--- config.mk ---
export PLATFORM = sky130hd
export DESIGN_NAME = if_fetch_stage
export DESIGN_NICKNAME = d
export VERILOG_FILES = /design/src/rtl/core_pkg.sv /design/src/rtl/if_hold_buf.sv /design/src/rtl/if_fetch_stage.sv
export SDC_FILE = /design/constraint.sdc
export NUM_CORES = 1
export LEC_CHECK = 0
export ABC_AREA = 1
export BUFFER_PORTS_ARGS = -buffer_cell sky130_fd_sc_hd__buf_4
export CORE_AREA = 2 2 145 147
export CTS_BUF_LIST = sky130_fd_sc_hd__clkbuf_8
export CTS_CLUSTER_SIZE = 24
export DETAILED_ROUTE_END_ITERATION = 7
export DIE_AREA = 0 0 147 149
export PLACE_DENSITY = 0.66
export SYNTH_ARGS = -nofsm -noshare
export SYNTH_HDL_FRONTEND = slang
export SYNTH_HIERARCHICAL = 1
export SYNTH_SLANG_ARGS = --single-unit
--- constraint.sdc ---
create_clock -name clk -period 2.6 [get_ports clk]
set_clock_uncertainty 0.1 [all_clocks]
set_input_delay 0.26 -clock clk [delete_from_list [all_inputs] [get_ports clk]]
set_output_delay 0.26 -clock clk [all_outputs]
set_load 0.05 [all_outputs]
--- src/rtl/core_pkg.sv ---
// Shared definitions for the core pipeline.
// Contents: datapath width default, the NOP used for pipeline bubbles,
// and the state encoding of the instruction-fetch FSM.
package core_pkg;

  localparam int unsigned XLEN_DEFAULT = 32;

  // addi x0, x0, 0
  localparam logic [31:0] NOP_INSTR = 32'h0000_0013;

  typedef enum logic [1:0] {
    BOOT    = 2'd0,
    FETCH   = 2'd1,
    HOLD    = 2'd2,
    DISCARD = 2'd3
  } fetch_state_t;

endpackage

--- src/rtl/if_hold_buf.sv ---
// Hold buffer for a fetched {pc, instr} pair while the pipeline is stalled.
// Ports:
//   clk, rst    - clock, asynchronous active-low reset
//   load        - capture d on this edge
//   clr         - clear to zero on this edge (wins over load)
//   d, q        - 2*XLEN payload in / registered payload out
module if_hold_buf
  import core_pkg::*;
#(
  parameter int unsigned XLEN = XLEN_DEFAULT
) (
  input  logic              clk,
  input  logic              rst,
  input  logic              load,
  input  logic              clr,
  input  logic [2*XLEN-1:0] d,
  output logic [2*XLEN-1:0] q
);

  always_ff @(posedge clk or negedge rst) begin
    if (!rst)      q <= '0;
    else if (clr)  q <= '0;
    else if (load) q <= d;
  end

endmodule

--- src/rtl/if_fetch_stage.sv ---
// Instruction-fetch stage: owns the pc, issues word fetches over a
// req/ready handshake and loads {pc, instr} into the IF/ID register.
//
// state   | meaning
// --------+---------------------------------------------------------
// BOOT    | first cycle after reset release, no request
// FETCH   | fetching; imem_req high = request out, low = pc-update cycle
// HOLD    | word captured in hold buffer, downstream stalled
// DISCARD | redirect arrived mid-request; drop the word when it returns
//
// Ports:
//   clk, rst                 - clock, asynchronous active-low reset
//   imem_req/addr/ready/rdata - instruction memory handshake
//   stall_i                  - hold IF/ID contents this cycle
//   redirect_i/redirect_pc_i - taken branch/jump and its target
//   ifid_load, ifid_payload  - IF/ID load enable and {pc, instr}
module if_fetch_stage
  import core_pkg::*;
#(
  parameter int unsigned  XLEN     = XLEN_DEFAULT,
  parameter logic [XLEN-1:0] RESET_PC = '0
) (
  input  logic              clk,
  input  logic              rst,
  output logic              imem_req,
  output logic [XLEN-1:0]   imem_addr,
  input  logic              imem_ready,
  input  logic [XLEN-1:0]   imem_rdata,
  input  logic              stall_i,
  input  logic              redirect_i,
  input  logic [XLEN-1:0]   redirect_pc_i,
  output logic              ifid_load,
  output logic [2*XLEN-1:0] ifid_payload
);

  localparam logic [XLEN-1:0] NOP_X = XLEN'(NOP_INSTR);

  fetch_state_t      state_q, state_d;
  logic [XLEN-1:0]   pc_q, pc_d;
  logic [XLEN-1:0]   addr_q, addr_d;
  logic              req_q, req_d;
  logic              hb_load, hb_clr;
  logic [2*XLEN-1:0] hb_q;
  logic              xfer;
  logic [XLEN-1:0]   tgt;

  assign xfer      = req_q && imem_ready;
  assign tgt       = {redirect_pc_i[XLEN-1:2], 2'b00};
  assign imem_req  = req_q;
  // Separate from pc so the old address is held in DISCARD.
  assign imem_addr = addr_q;

  always_ff @(posedge clk or negedge rst) begin
    if (!rst) begin
      state_q <= BOOT;
      pc_q    <= RESET_PC;
      addr_q  <= RESET_PC;
      req_q   <= 1'b0;
    end else begin
      state_q <= state_d;
      pc_q    <= pc_d;
      addr_q  <= addr_d;
      req_q   <= req_d;
    end
  end

  always_comb begin
    state_d      = state_q;
    pc_d         = pc_q;
    addr_d       = addr_q;
    req_d        = req_q;
    ifid_load    = 1'b0;
    ifid_payload = {pc_q, NOP_X};
    hb_load      = 1'b0;
    hb_clr       = 1'b0;

    case (state_q)
      BOOT: begin
        state_d = FETCH;
        req_d   = 1'b1;
        addr_d  = pc_q;
      end
      FETCH: begin
        if (!req_q) begin
          req_d  = 1'b1;
          addr_d = pc_q;
        end else if (xfer) begin
          req_d = 1'b0;
          pc_d  = pc_q + XLEN'(4);
          if (stall_i) begin
            hb_load = 1'b1;
            state_d = HOLD;
          end else begin
            ifid_load    = 1'b1;
            ifid_payload = {pc_q, imem_rdata};
          end
        end
      end
      HOLD: begin
        if (!stall_i) begin
          ifid_load    = 1'b1;
          ifid_payload = hb_q;
          state_d      = FETCH;
        end
      end
      DISCARD: begin
        if (xfer) begin
          req_d   = 1'b0;
          state_d = FETCH;
        end
      end
      default: state_d = BOOT;
    endcase

    // Redirect overrides everything above, including a pending stall.
    if (redirect_i) begin
      ifid_load    = 1'b1;
      ifid_payload = {tgt, NOP_X};
      pc_d         = tgt;
      hb_load      = 1'b0;
      hb_clr       = 1'b1;
      case (state_q)
        BOOT: begin
          state_d = FETCH;
          req_d   = 1'b1;
          addr_d  = tgt;
        end
        FETCH: begin
          if (!req_q) begin
            state_d = FETCH;
            req_d   = 1'b1;
            addr_d  = tgt;
          end else if (xfer) begin
            state_d = FETCH;
            req_d   = 1'b0;
          end else begin
            state_d = DISCARD;
            req_d   = 1'b1;
            addr_d  = addr_q;
          end
        end
        HOLD: begin
          state_d = FETCH;
          req_d   = 1'b0;
        end
        default: ; // DISCARD keeps waiting for the stale word
      endcase
    end
  end

  if_hold_buf #(.XLEN(XLEN)) u_hold_buf (
    .clk  (clk),
    .rst  (rst),
    .load (hb_load),
    .clr  (hb_clr),
    .d    ({pc_q, imem_rdata}),
    .q    (hb_q)
  );

endmodule

==> summary.md, run 1 <==
| Metric | Value |
|---|---|
| Starting Density | `0.392` |
| Distinct cell type count after synthesis | `38` |
| Post-Syn Instances | `1180` |
| Crit path max-delay family | `buffers and inverters` |
| # fillers | `1981` |
| Crit Path Category | `reg -> out` |
| Worst-margin pin slew | `0.917 ns` |
| Fin crit share | `0.964` |
| Fin area | `0.0108 mm²` |
| Final WS setup | `0.0939 ns` |
| CP arrival | `2.15 ns` |
| Drt first pass iters | `5` |
| Hold Crit Class | `in -> reg` |
| DP Area | `0.00956 mm²` |
| Post-placement setup slack | `0.214 ns` |
| Mean Syn Cell Area | `6.83 µm²` |
| Final worst path period need | `2.51 ns` |
| Layout cells sized above 1 | `0.212` |
| Vias | `8685` |
| # setup viols final | `0` |
| Initial antenna violation count | `0` |
| TritonCTS clock tree | `yes` |
| Area of the multi-input gates | `0.00431 mm²` |
| Post-DP HPWL | `17.6 mm` |
| Max rail drop VDD | `0.507 mV` |
| First-pass GRT wire length | `42.9 mm` |
| Yosys reg bits | `129` |
| First DRT Iteration DRCs | `710` |
| Slowest cell on crit path | `dfrtp_2` |
| Nets | `1468` |
| Area delta synth->final | `34.6%` |
| Worst-path clk slew | `0.08 ns` |
| Final ANT Viol Nets | `0` |
| Most frequent cells in the layout | `nand2_1 (462), nand3_1 (220), buf_4 (177), dfrtp_1 (127), nor2_1 (65)` |
| Routed WL | `26.7 mm` |
| Max-slew violation count | `0` |
| CTS H-tree depth | `4` |
| Core area | `0.0206 mm²` |
| Setup repair after global routing missed its margin | `true` |
| Largest net degree at the start of global routing | `65` |
| Worst skew pair latency | `0.46 ns` |
| Critical Path Start Type | `register` |
| Root buffer cell | `clkbuf_8` |
| Clock Path Buffers | `2` |
| Die Wd | `147 µm` |
| Diodes inserted | `0` |
| Hold_ws | `0.0559 ns` |
| Fin. Hold Viols | `0` |
| Final core occ | `0.528` |
| Crit-path max cell delay | `0.43 ns` |
| Max Cap Viol | `0` |
| FP Rows | `53` |
| Die span in y | `149 µm` |
| Worst Setup End Kind | `primary output` |
| Grt total ovfl | `0` |
| Routability congestion estimate | `0.920` |
| Total GRT Usage | `0.245` |
| Relative slew slack | `0.387` |
| Crit Path Max Fanout | `12` |
| Required time of the critical path | `2.24 ns` |
| Outcome | `complete, no violations` |
| Syn. warnings | `6` |
| Leak Pwr | `5.51 nW` |
| Pwr Total | `10.3 mW` |
| Die area | `0.0219 mm²` |
| FF/Latch Area | `0.00323 mm²` |
| Vias/cell | `5.17` |
| Synth Cell Area | `0.00806 mm²` |
| Power Dens Cells | `953 mW/mm²` |
| Vias in the first global route | `8312` |
| Critical-path cell list | `inv_2 > ha_4 > nand2_1 > inv_4 > buf_4 > nand2_1 > a21oi_1 > buf_4` |
| Reg2reg setup slack | `0.26 ns` |
| Clock sink count | `129` |
| Wirelength per Cell | `15.9 µm` |
| Top Ports | `167` |
| Most common cell after layout, fill and taps aside | `nand2_1` |
| Sequential fraction of the synthesis area | `0.401` |
| Post-route DRC | `0` |
| WP buf/inv | `4` |
| Port Buffers | `164` |
| FMAX | `399 MHz` |
| CTS Buf Count | `17` |
[cell type report]
type | count | share of cell area
Multi-Input combinational cell | 918 | 0.397
Clock inverter | 15 | 0.0181
Sequential cell | 129 | 0.298
Tap cell | 275 | 0.0317
Inverter | 61 | 0.0218
Timing Repair Buffer | 264 | 0.211
Clock buffer | 17 | 0.0216
[Yosys cell counts]
library cell | instances | area share
clkbuf_1 | 19 | 0.0089
nor3b_1 | 1 | 0.00093
a21oi_1 | 68 | 0.042
or2_2 | 1 | 0.00078
ha_1 | 8 | 0.012
o21bai_1 | 1 | 0.00093
nor2_4 | 9 | 0.013
nand4_1 | 9 | 0.0070
nand2_4 | 2 | 0.0028
o21bai_2 | 2 | 0.0028
nand3b_1 | 1 | 0.00093
nor2_8 | 2 | 0.0050
nand3_2 | 2 | 0.0025
inv_2 | 8 | 0.0037
and2_0 | 1 | 0.00078
inv_4 | 1 | 0.00078
nand2_2 | 11 | 0.0085
buf_4 | 15 | 0.014
nor4_1 | 1 | 0.00078
o21ai_0 | 26 | 0.016
nor2_2 | 2 | 0.0016
clkbuf_2 | 1 | 0.00062
nand3_1 | 222 | 0.14
buf_1 | 5 | 0.0023
inv_1 | 52 | 0.024
conb_1 | 1 | 0.00047
buf_2 | 33 | 0.021
nor3_1 | 1 | 0.00062
a32oi_1 | 1 | 0.0011
a31oi_1 | 1 | 0.00078
o211ai_1 | 7 | 0.0065
dfrtp_1 | 129 | 0.40
xor2_1 | 5 | 0.0054
nor2_1 | 65 | 0.030
o31ai_1 | 2 | 0.0019
nand2_1 | 462 | 0.22
o311ai_0 | 1 | 0.0011
nand3_4 | 2 | 0.0043
[sequential cells by signal (all words and copies together), names as in the netlist]
signal	count
u_hold_buf/q	64
imem_addr	32
pc_q	30
state_q	2
imem_req	1
[routing by layer]
layer	global-route usage	vias to the layer above	wire [µm]
met5	0	-	0
met4	0.0803	0	592
met3	0.0544	47	2100
met2	0.396	342	12300
met1	0.328	4047	11700
li1	-	4249	-
[final timing paths]
check	from	endpoint	cells after the start
worst max-delay path	state_q[0]$_DFF_PN0_	ifid_payload[14]	8
worst min-delay path	imem_ready	state_q[1]$_DFF_PN0_	4
worst max register to register	state_q[0]$_DFF_PN0_	u_hold_buf/q[8]$_DFFE_PN0P_	8
worst min register to register	imem_addr[1]$_DFFE_PN0P_	imem_addr[1]$_DFFE_PN0P_	2
max in group asynchronous	rst	state_q[0]$_DFF_PN0_	3
min in group asynchronous	rst	imem_addr[3]$_DFFE_PN0P_	2
[kinds of logic (layout without fill, tap and decap cells)]
logic type,count (synthesis),after routing,share of synthesized area
DFF,129,129,0.401
AOI/OAI and AO/OA,109,109,0.0735
and+or+nand+nor,794,794,0.433
buffers and inverters,134,357,0.0750
adders and majority gates,8,8,0.0124
other,1,2,0.000465
xor gates and xnor gates,5,5,0.00544
[through the flow]
stage                     cells  setup TNS, ns
after floorplan            1181              0
after global placement     1579              0
after detailed placement   1579              0
after CTS                  1675       -0.00896
after global routing       1679         -0.270
final                      1679              0
[power breakdown]
group | internal, mW | total [mW] | switching [mW]
registers | 2.38 | 2.85 | 0.468
clock network | 0.979 | 1.92 | 0.942
logic | 1.74 | 5.57 | 3.83
[worst min-delay path, stage by stage]
cell and delay (ns):
buf_4 0.11, inv_1 0.05, nand2_1 0.07, o31ai_1 0.08
[what timing repair did]
| action | CTS | global route |
|---|---|---|
| pin swaps | 0 | 0 |
| buffers inserted | 3 | 3 |
| endpoints found under the hold margin | 130 | 0 |
| cloned | 0 | 1 |
| endpoints found under the setup margin | 60 | 62 |
| hold buffers | 61 | 0 |
| gates resized for setup | 18 | 35 |
(Power assumes the default switching activity.)
==> inputs of run 2 (changes only) <==
==> constraint.sdc (replaced) <==
create_clock -name clk -period 2.6 [get_ports clk]
set_clock_uncertainty 0.1 [all_clocks]
set_input_delay 0.26 -clock clk [delete_from_list [all_inputs] [get_ports clk]]
set_output_delay 0.26 -clock clk [all_outputs]
set_load 0.02 [all_outputs]
==> run 2 against run 1 <==
  * Global-route usage barely moved
  * Setup slack got worse by 0.032 ns
  * Critical path depth did not move
  * Wire length fell by 2.6%
  * Combinational power fell by 17%
  * First-iteration DRC count fell by 4.5%
  * Worst hold slack got worse by 0.017 ns
  * Register-to-register slack improved by 0.26 ns
  * Via count fell by 1.2%
  * Largest cell class unchanged
  * Largest power group unchanged
==> summary.md, run 2 (synthesized netlist as in run 1, its figures left out) <==
| Metric | Value |
|---|---|
| Grt total ovfl | `0 (unchanged)` |
| Post-DP HPWL | `17.4 mm (-1.3%)` |
| Largest register by flop count | `u_hold_buf/q` |
| Core area | `0.0206 mm² (unchanged)` |
| Initial antenna violation count | `0 (unchanged)` |
| Worst skew pair latency | `0.47 ns (about the same)` |
| Required time of the critical path | `2.24 ns (about the same)` |
| Crit Path Max Fanout | `15 (+3)` |
| TritonCTS clock tree | `yes` |
| Post-route DRC | `0 (unchanged)` |
| Vias in the first global route | `8262 (-0.60%)` |
| Worst Setup End Kind | `primary output` |
| Routability congestion estimate | `0.921 (about the same)` |
| Final WS setup | `0.0620 ns (-0.0319 ns)` |
| Port Buffers | `164 (unchanged)` |
| Largest net degree at the start of global routing | `86 (+32%)` |
| Critical Path Start Type | `register` |
| FMAX | `394 MHz (-1.3%)` |
| Hold Crit Class | `in -> reg` |
| Diodes inserted | `0 (unchanged)` |
| Outcome | `complete, no violations` |
| Final ANT Viol Nets | `0 (unchanged)` |
| Root buffer cell | `clkbuf_8` |
| Flip-flop count of the largest register after layout | `64 (unchanged)` |
| Worst-path clk slew | `0.08 ns (about the same)` |
| Layout cells sized above 1 | `0.201 (-0.0110)` |
| CTS H-tree depth | `4 (unchanged)` |
| Leak Pwr | `5.43 nW (-1.4%)` |
| Nets | `1465 (-0.20%)` |
| Die Wd | `147 µm (unchanged)` |
| Final worst path period need | `2.54 ns (+0.0319 ns)` |
| Routed WL | `26.0 mm (-2.6%)` |
| Most common cell after layout, fill and taps aside | `nand2_1` |
| Fin. Hold Viols | `0 (unchanged)` |
| CTS Buf Count | `17 (unchanged)` |
| Starting Density | `0.392 (unchanged)` |
| Max rail drop VDD | `0.621 mV (+22%)` |
| Clock Path Buffers | `2 (unchanged)` |
| Most frequent cells in the layout | `nand2_1 (461), nand3_1 (221), buf_4 (187), dfrtp_1 (129), a21oi_1 (67)` |
| FP Rows | `53 (unchanged)` |
| Vias | `8583 (-1.2%)` |
| Fin crit share | `0.976 (+0.0123)` |
| Setup repair after global routing missed its margin | `true` |
| Vias/cell | `5.12 (-1.0%)` |
| # setup viols final | `0 (unchanged)` |
| Total GRT Usage | `0.244 (-0.000346)` |
| Power Dens Cells | `859 mW/mm² (-9.9%)` |
| First-pass GRT wire length | `42.9 mm (+0.19%)` |
| Clock sink count | `129 (unchanged)` |
| Die span in y | `149 µm (unchanged)` |
| Post-placement setup slack | `0.331 ns (+0.118 ns)` |
| CP arrival | `2.18 ns (+0.03 ns)` |
| Top Ports | `167 (unchanged)` |
| Relative slew slack | `0.428 (+0.0402)` |
| Die area | `0.0219 mm² (unchanged)` |
| Crit Path Category | `reg -> out` |
| Area delta synth->final | `32.6%` |
| Worst-margin pin slew | `0.859 ns (-0.0581 ns)` |
| Drt first pass iters | `6 (+1)` |
| Wirelength per Cell | `15.5 µm (-2.4%)` |
| Max-slew violation count | `0 (unchanged)` |
| Final core occ | `0.520 (-0.00767)` |
| Max Cap Viol | `0 (unchanged)` |
| First DRT Iteration DRCs | `678 (-4.5%)` |
## run 2: cell types whose count changed in the layout (fill, tap and decap cells not counted), sizes merged
cell and change:
buf -4, bufinv -2, clkinv -2, clkinvlp +6, dlygate4sd3 +1, inv -2
## run 2: where the power goes
group / switching [mW] / internal [mW]
Combinational: 2.97 / 1.65
Clock: 0.953 / 0.778
Sequential: 0.458 / 2.38
Total: 4.38 / 4.80
## run 2: cell type report
type,count,area (µm²)
clock buffers,17,234
clock inverters,15,148
fillers,2033,9870
inverters,61,244
multi-input cells,918,4260
flip-flops and latches,129,3230
well taps,275,344
repair buffers,261,2230
## run 2: worst max-delay path: stages, from the launching register on
cell and delay, ns:
dfrtp_1 0.41, inv_2 0.09, ha_1 0.37, nand2_2 0.13
clkinv_4 0.12, buf_12 0.17, nand3_1 0.08, nand3_1 0.14
buf_4 0.20
## run 2: routing by layer
layer	global-route usage	vias up	wire length, µm
li1	-	4250	-
met1	0.336	3999	11700
met2	0.393	299	12200
met3	0.0477	35	1740
met4	0.0740	0	475
met5	0	-	0
## run 2: per-stage QoR
stage	TNS [ns]	area, µm²	total power, mW	std cells	hold WS, ns
after detailed placement	0	9580	7.29	1577	0.305
after global placement	0	9580	7.21	1577	0.309
after CTS	0	10600	9.18	1674	0.0138
final	0	10700	9.18	1676	0.0384
after floorplan	0	8060	5.66	1181	-0.136
after global routing	-0.00304	10700	9.88	1676	0.0522
## run 2: final timing paths
| path | depth (start not counted) | slack (ns) | start | to |
|---|---|---|---|---|
| max reg2reg | 8 | 0.52 | state_q[1]$_DFF_PN0_ | u_hold_buf/q[22]$_DFFE_PN0P_ |
| min | 4 | 0.04 | imem_ready | state_q[1]$_DFF_PN0_ |
| max | 8 | 0.06 | state_q[0]$_DFF_PN0_ | ifid_payload[58] |
| min in group asynchronous | 2 | 0.35 | rst | imem_addr[2]$_DFFE_PN0P_ |
| min reg2reg | 2 | 0.37 | u_hold_buf/q[1]$_DFFE_PN0P_ | u_hold_buf/q[1]$_DFFE_PN0P_ |
| max in group asynchronous | 3 | 1.36 | rst | pc_q[11]$_DFFE_PN0P_ |
## run 2: what timing repair did
action                                  CTS  global route
resized for setup                         7             9
cloned                                    0             0
buffers inserted                          3             2
pin swaps                                 0             0
endpoints found under the setup margin   53            51
hold endpoints to repair                159             0
hold buffers                             62             0
==> inputs of run 3 (changes only) <==
--- a/config.mk
+++ b/config.mk
@@ -6,7 +6,7 @@
 export NUM_CORES = 1
 export LEC_CHECK = 0
 export ABC_AREA = 1
-export BUFFER_PORTS_ARGS = -buffer_cell sky130_fd_sc_hd__buf_4
+export BUFFER_PORTS_ARGS = -buffer_cell sky130_fd_sc_hd__buf_2
 export CORE_AREA = 2 2 145 147
 export CTS_BUF_LIST = sky130_fd_sc_hd__clkbuf_8
 export CTS_CLUSTER_SIZE = 24
==> run 3 against run 2 <==
  * Sequential cell count did not move
  * Combinational power is 2% higher
  * Count of clock-buffer cells in the layout did not move
  * Sequential power about the same
  * Core utilization shrank 1.5 points
  * Register-to-register slack worse by 0.25 ns
  * Wire length rose by 3.1%
==> summary.md, run 3 (synthesized netlist as in run 1, its figures left out) <==
| Metric | Value |
|---|---|
| Outcome | `complete, no violations` |
| Max rail drop VDD | `0.576 mV (-7.3%)` |
| Clock power share | `0.197 (+0.008)` |
| Worst Setup End Kind | `primary output` |
| GR Util met1 | `0.332 (-0.00434)` |
| Net Sw Power | `4.50 mW (+2.7%)` |
| Crit path max-delay family | `buffers and inverters` |
| CTS H-tree depth | `4 (unchanged)` |
| Hold_ws | `0.0792 ns (+0.0408 ns)` |
| Crit Path Max Fanout | `12 (-3)` |
| Power Dens Cells | `900 mW/mm² (+4.8%)` |
| Vias/cell | `5.25 (+2.5%)` |
| WP buf/inv | `4 (unchanged)` |
| Largest register by flop count | `u_hold_buf/q` |
| Clock sink count | `129 (unchanged)` |
| Wirelength per Cell | `16.0 µm (+3.0%)` |
| Drt first pass iters | `6 (unchanged)` |
| Critical Path Start Type | `register` |
| Relative slew slack | `0.403 (-0.0243)` |
| # fillers | `2061 (+1.4%)` |
| Port Buffers | `164 (unchanged)` |
| Post-placement setup slack | `0.244 ns (-0.0875 ns)` |
| Sw Share | `0.481 (+0.00379)` |
| Worst skew pair latency | `0.47 ns (about the same)` |
| First DRT Iteration DRCs | `707 (+4.3%)` |
| Starting Density | `0.392 (unchanged)` |
| Worst-margin pin slew | `0.893 ns (+0.0344 ns)` |
| Fin cells | `1678 (+0.12%)` |
| Die area | `0.0219 mm² (unchanged)` |
| Routed WL | `26.8 mm (+3.1%)` |
| Fin area | `0.0104 mm² (-2.8%)` |
| Most common cell after layout, fill and taps aside | `nand2_1` |
| Post-route DRC | `0 (unchanged)` |
| Flip-flop count of the largest register after layout | `64 (unchanged)` |
| Reg power frac | `0.303 (-0.006)` |
| Critical-path cell list | `inv_4 > ha_2 > nand2_1 > inv_4 > buf_6 > nand3_1 > nand3_1 > buf_2` |
| Diodes inserted | `0 (unchanged)` |
| Final WS setup | `0.0841 ns (+0.0221 ns)` |
| Largest net degree at the start of global routing | `65 (-24%)` |
| Final worst path period need | `2.52 ns (-0.0221 ns)` |
| GRT met3 Usage | `0.0511 (+0.00336)` |
| Nets | `1467 (+0.14%)` |
| CTS Buf Count | `17 (unchanged)` |
| Most Crowded Layer GR | `met2` |
| Die span in y | `149 µm (unchanged)` |
| Root buffer cell | `clkbuf_8` |
| Slowest cell on crit path | `dfrtp_2` |
| Post-DP HPWL | `17.1 mm (-1.4%)` |
| FP Rows | `53 (unchanged)` |
| FMAX | `397 MHz (+0.88%)` |
| Total GRT Usage | `0.242 (-0.00225)` |
| CP arrival | `2.16 ns (-0.02 ns)` |
| Dpl cells | `1575 (-0.13%)` |
| # setup viols final | `0 (unchanged)` |
| Combinational power share | `0.501 (-0.002)` |
| Fin crit share | `0.968 (-0.00849)` |
| Required time of the critical path | `2.24 ns (about the same)` |
| Top Ports | `167 (unchanged)` |
| TritonCTS clock tree | `yes` |
| Pwr Total | `9.35 mW (+1.9%)` |
| DP Area | `0.00915 mm² (-4.5%)` |
| Grt total ovfl | `0 (unchanged)` |
| TNS Setup | `0 ns (unchanged)` |
| First-pass GRT wire length | `42.3 mm (-1.4%)` |
| Area delta synth->final | `28.9%` |
| Hold Crit Class | `in -> reg` |
| Max Cap Viol | `0 (unchanged)` |
| Final ANT Viol Nets | `0 (unchanged)` |
| Vias in the first global route | `8098 (-2.0%)` |
| Worst-path clk slew | `0.09 ns (about the same)` |
| Leak Pwr | `5.41 nW (-0.32%)` |
| Initial antenna violation count | `0 (unchanged)` |
| Grt met2 use | `0.386 (-0.00681)` |
| Int Pwr | `4.85 mW (+1.1%)` |
| Routability congestion estimate | `0.894 (-2.9%)` |
| Max-slew violation count | `0 (unchanged)` |
| Die Wd | `147 µm (unchanged)` |
| Fin. Hold Viols | `0 (unchanged)` |
| Crit-path max cell delay | `0.42 ns (about the same)` |
| Final core occ | `0.505 (-0.0145)` |
| Crit Path Category | `reg -> out` |
| Vias | `8805 (+2.6%)` |
| Layout cells sized above 1 | `0.209 (+0.00827)` |
| Most frequent cells in the layout | `nand2_1 (461), nand3_1 (218), buf_2 (151), dfrtp_1 (128), nor2_1 (65)` |
| Core area | `0.0206 mm² (unchanged)` |
| Clock Path Buffers | `2 (unchanged)` |
==> run 3: cell count changes in the layout (fill, tap and decap cells not counted), sizes merged <==
cell	previous run	this run
clkbuf	17	20
bufinv	1	2
inv	66	70
clkinv	3	2
dlygate4sd3	62	61
clkinvlp	6	2
==> run 3: final timing paths <==
kind                                        startpoint                          end  slack (ns)  cells after the start
max                               state_q[1]$_DFF_PN0_             ifid_payload[34]        0.08                      8
min                                   redirect_pc_i[3]     imem_addr[3]$_DFFE_PN0P_        0.08                      5
max reg2reg                       state_q[0]$_DFF_PN0_  u_hold_buf/q[9]$_DFFE_PN0P_        0.27                      8
min reg2reg                u_hold_buf/q[4]$_DFFE_PN0P_  u_hold_buf/q[4]$_DFFE_PN0P_        0.37                      2
max in group asynchronous                          rst         state_q[1]$_DFF_PN0_        1.36                      3
min in group asynchronous                          rst     imem_addr[4]$_DFFE_PN0P_        0.20                      2
==> run 3: layer usage <==
layer	vias up	part of all wire	wire length, µm
met4	0	0.025	670
met5	-	0	0
met3	57	0.078	2080
met1	4117	0.44	11800
li1	4233	-	-
met2	398	0.46	12300
==> run 3: timing repair <==
action,CTS,global route
endpoints found under the setup margin,51,60
gates cloned,0,2
hold buffers,61,0
gates resized for setup,3,31
hold endpoints to repair,123,0
setup buffers,5,3
==> run 3: layout make-up <==
type                       instances  area [µm²]  share of cell area
multi-input combinational        918        4290               0.413
sequential                       129        3230               0.311
timing repair buffer             263        1880               0.181
tap                              275         344              0.0331
inverter                          61         239              0.0230
clock buffer                      17         234              0.0225
clock inverter                    15         173              0.0166
==> run 3: power groups by stage <==
| stage | clock (mW) | combinational (mW) | sequential [mW] |
|---|---|---|---|
| finish | 1.84 | 4.68 | 2.83 |
| global route | 1.97 | 5.16 | 2.90 |
| CTS | 1.88 | 4.38 | 2.82 |
| detailed placement | 0 | 4.24 | 2.86 |
| global placement | 0 | 4.14 | 2.85 |
| floorplan | 0 | 2.73 | 2.93 |
==> run 3: tightest hold or removal path, stage by stage <==
cell	delay [ns]
buf_2	0.10
nand2_1	0.07
inv_1	0.06
nand2_1	0.06
a21oi_1	0.06
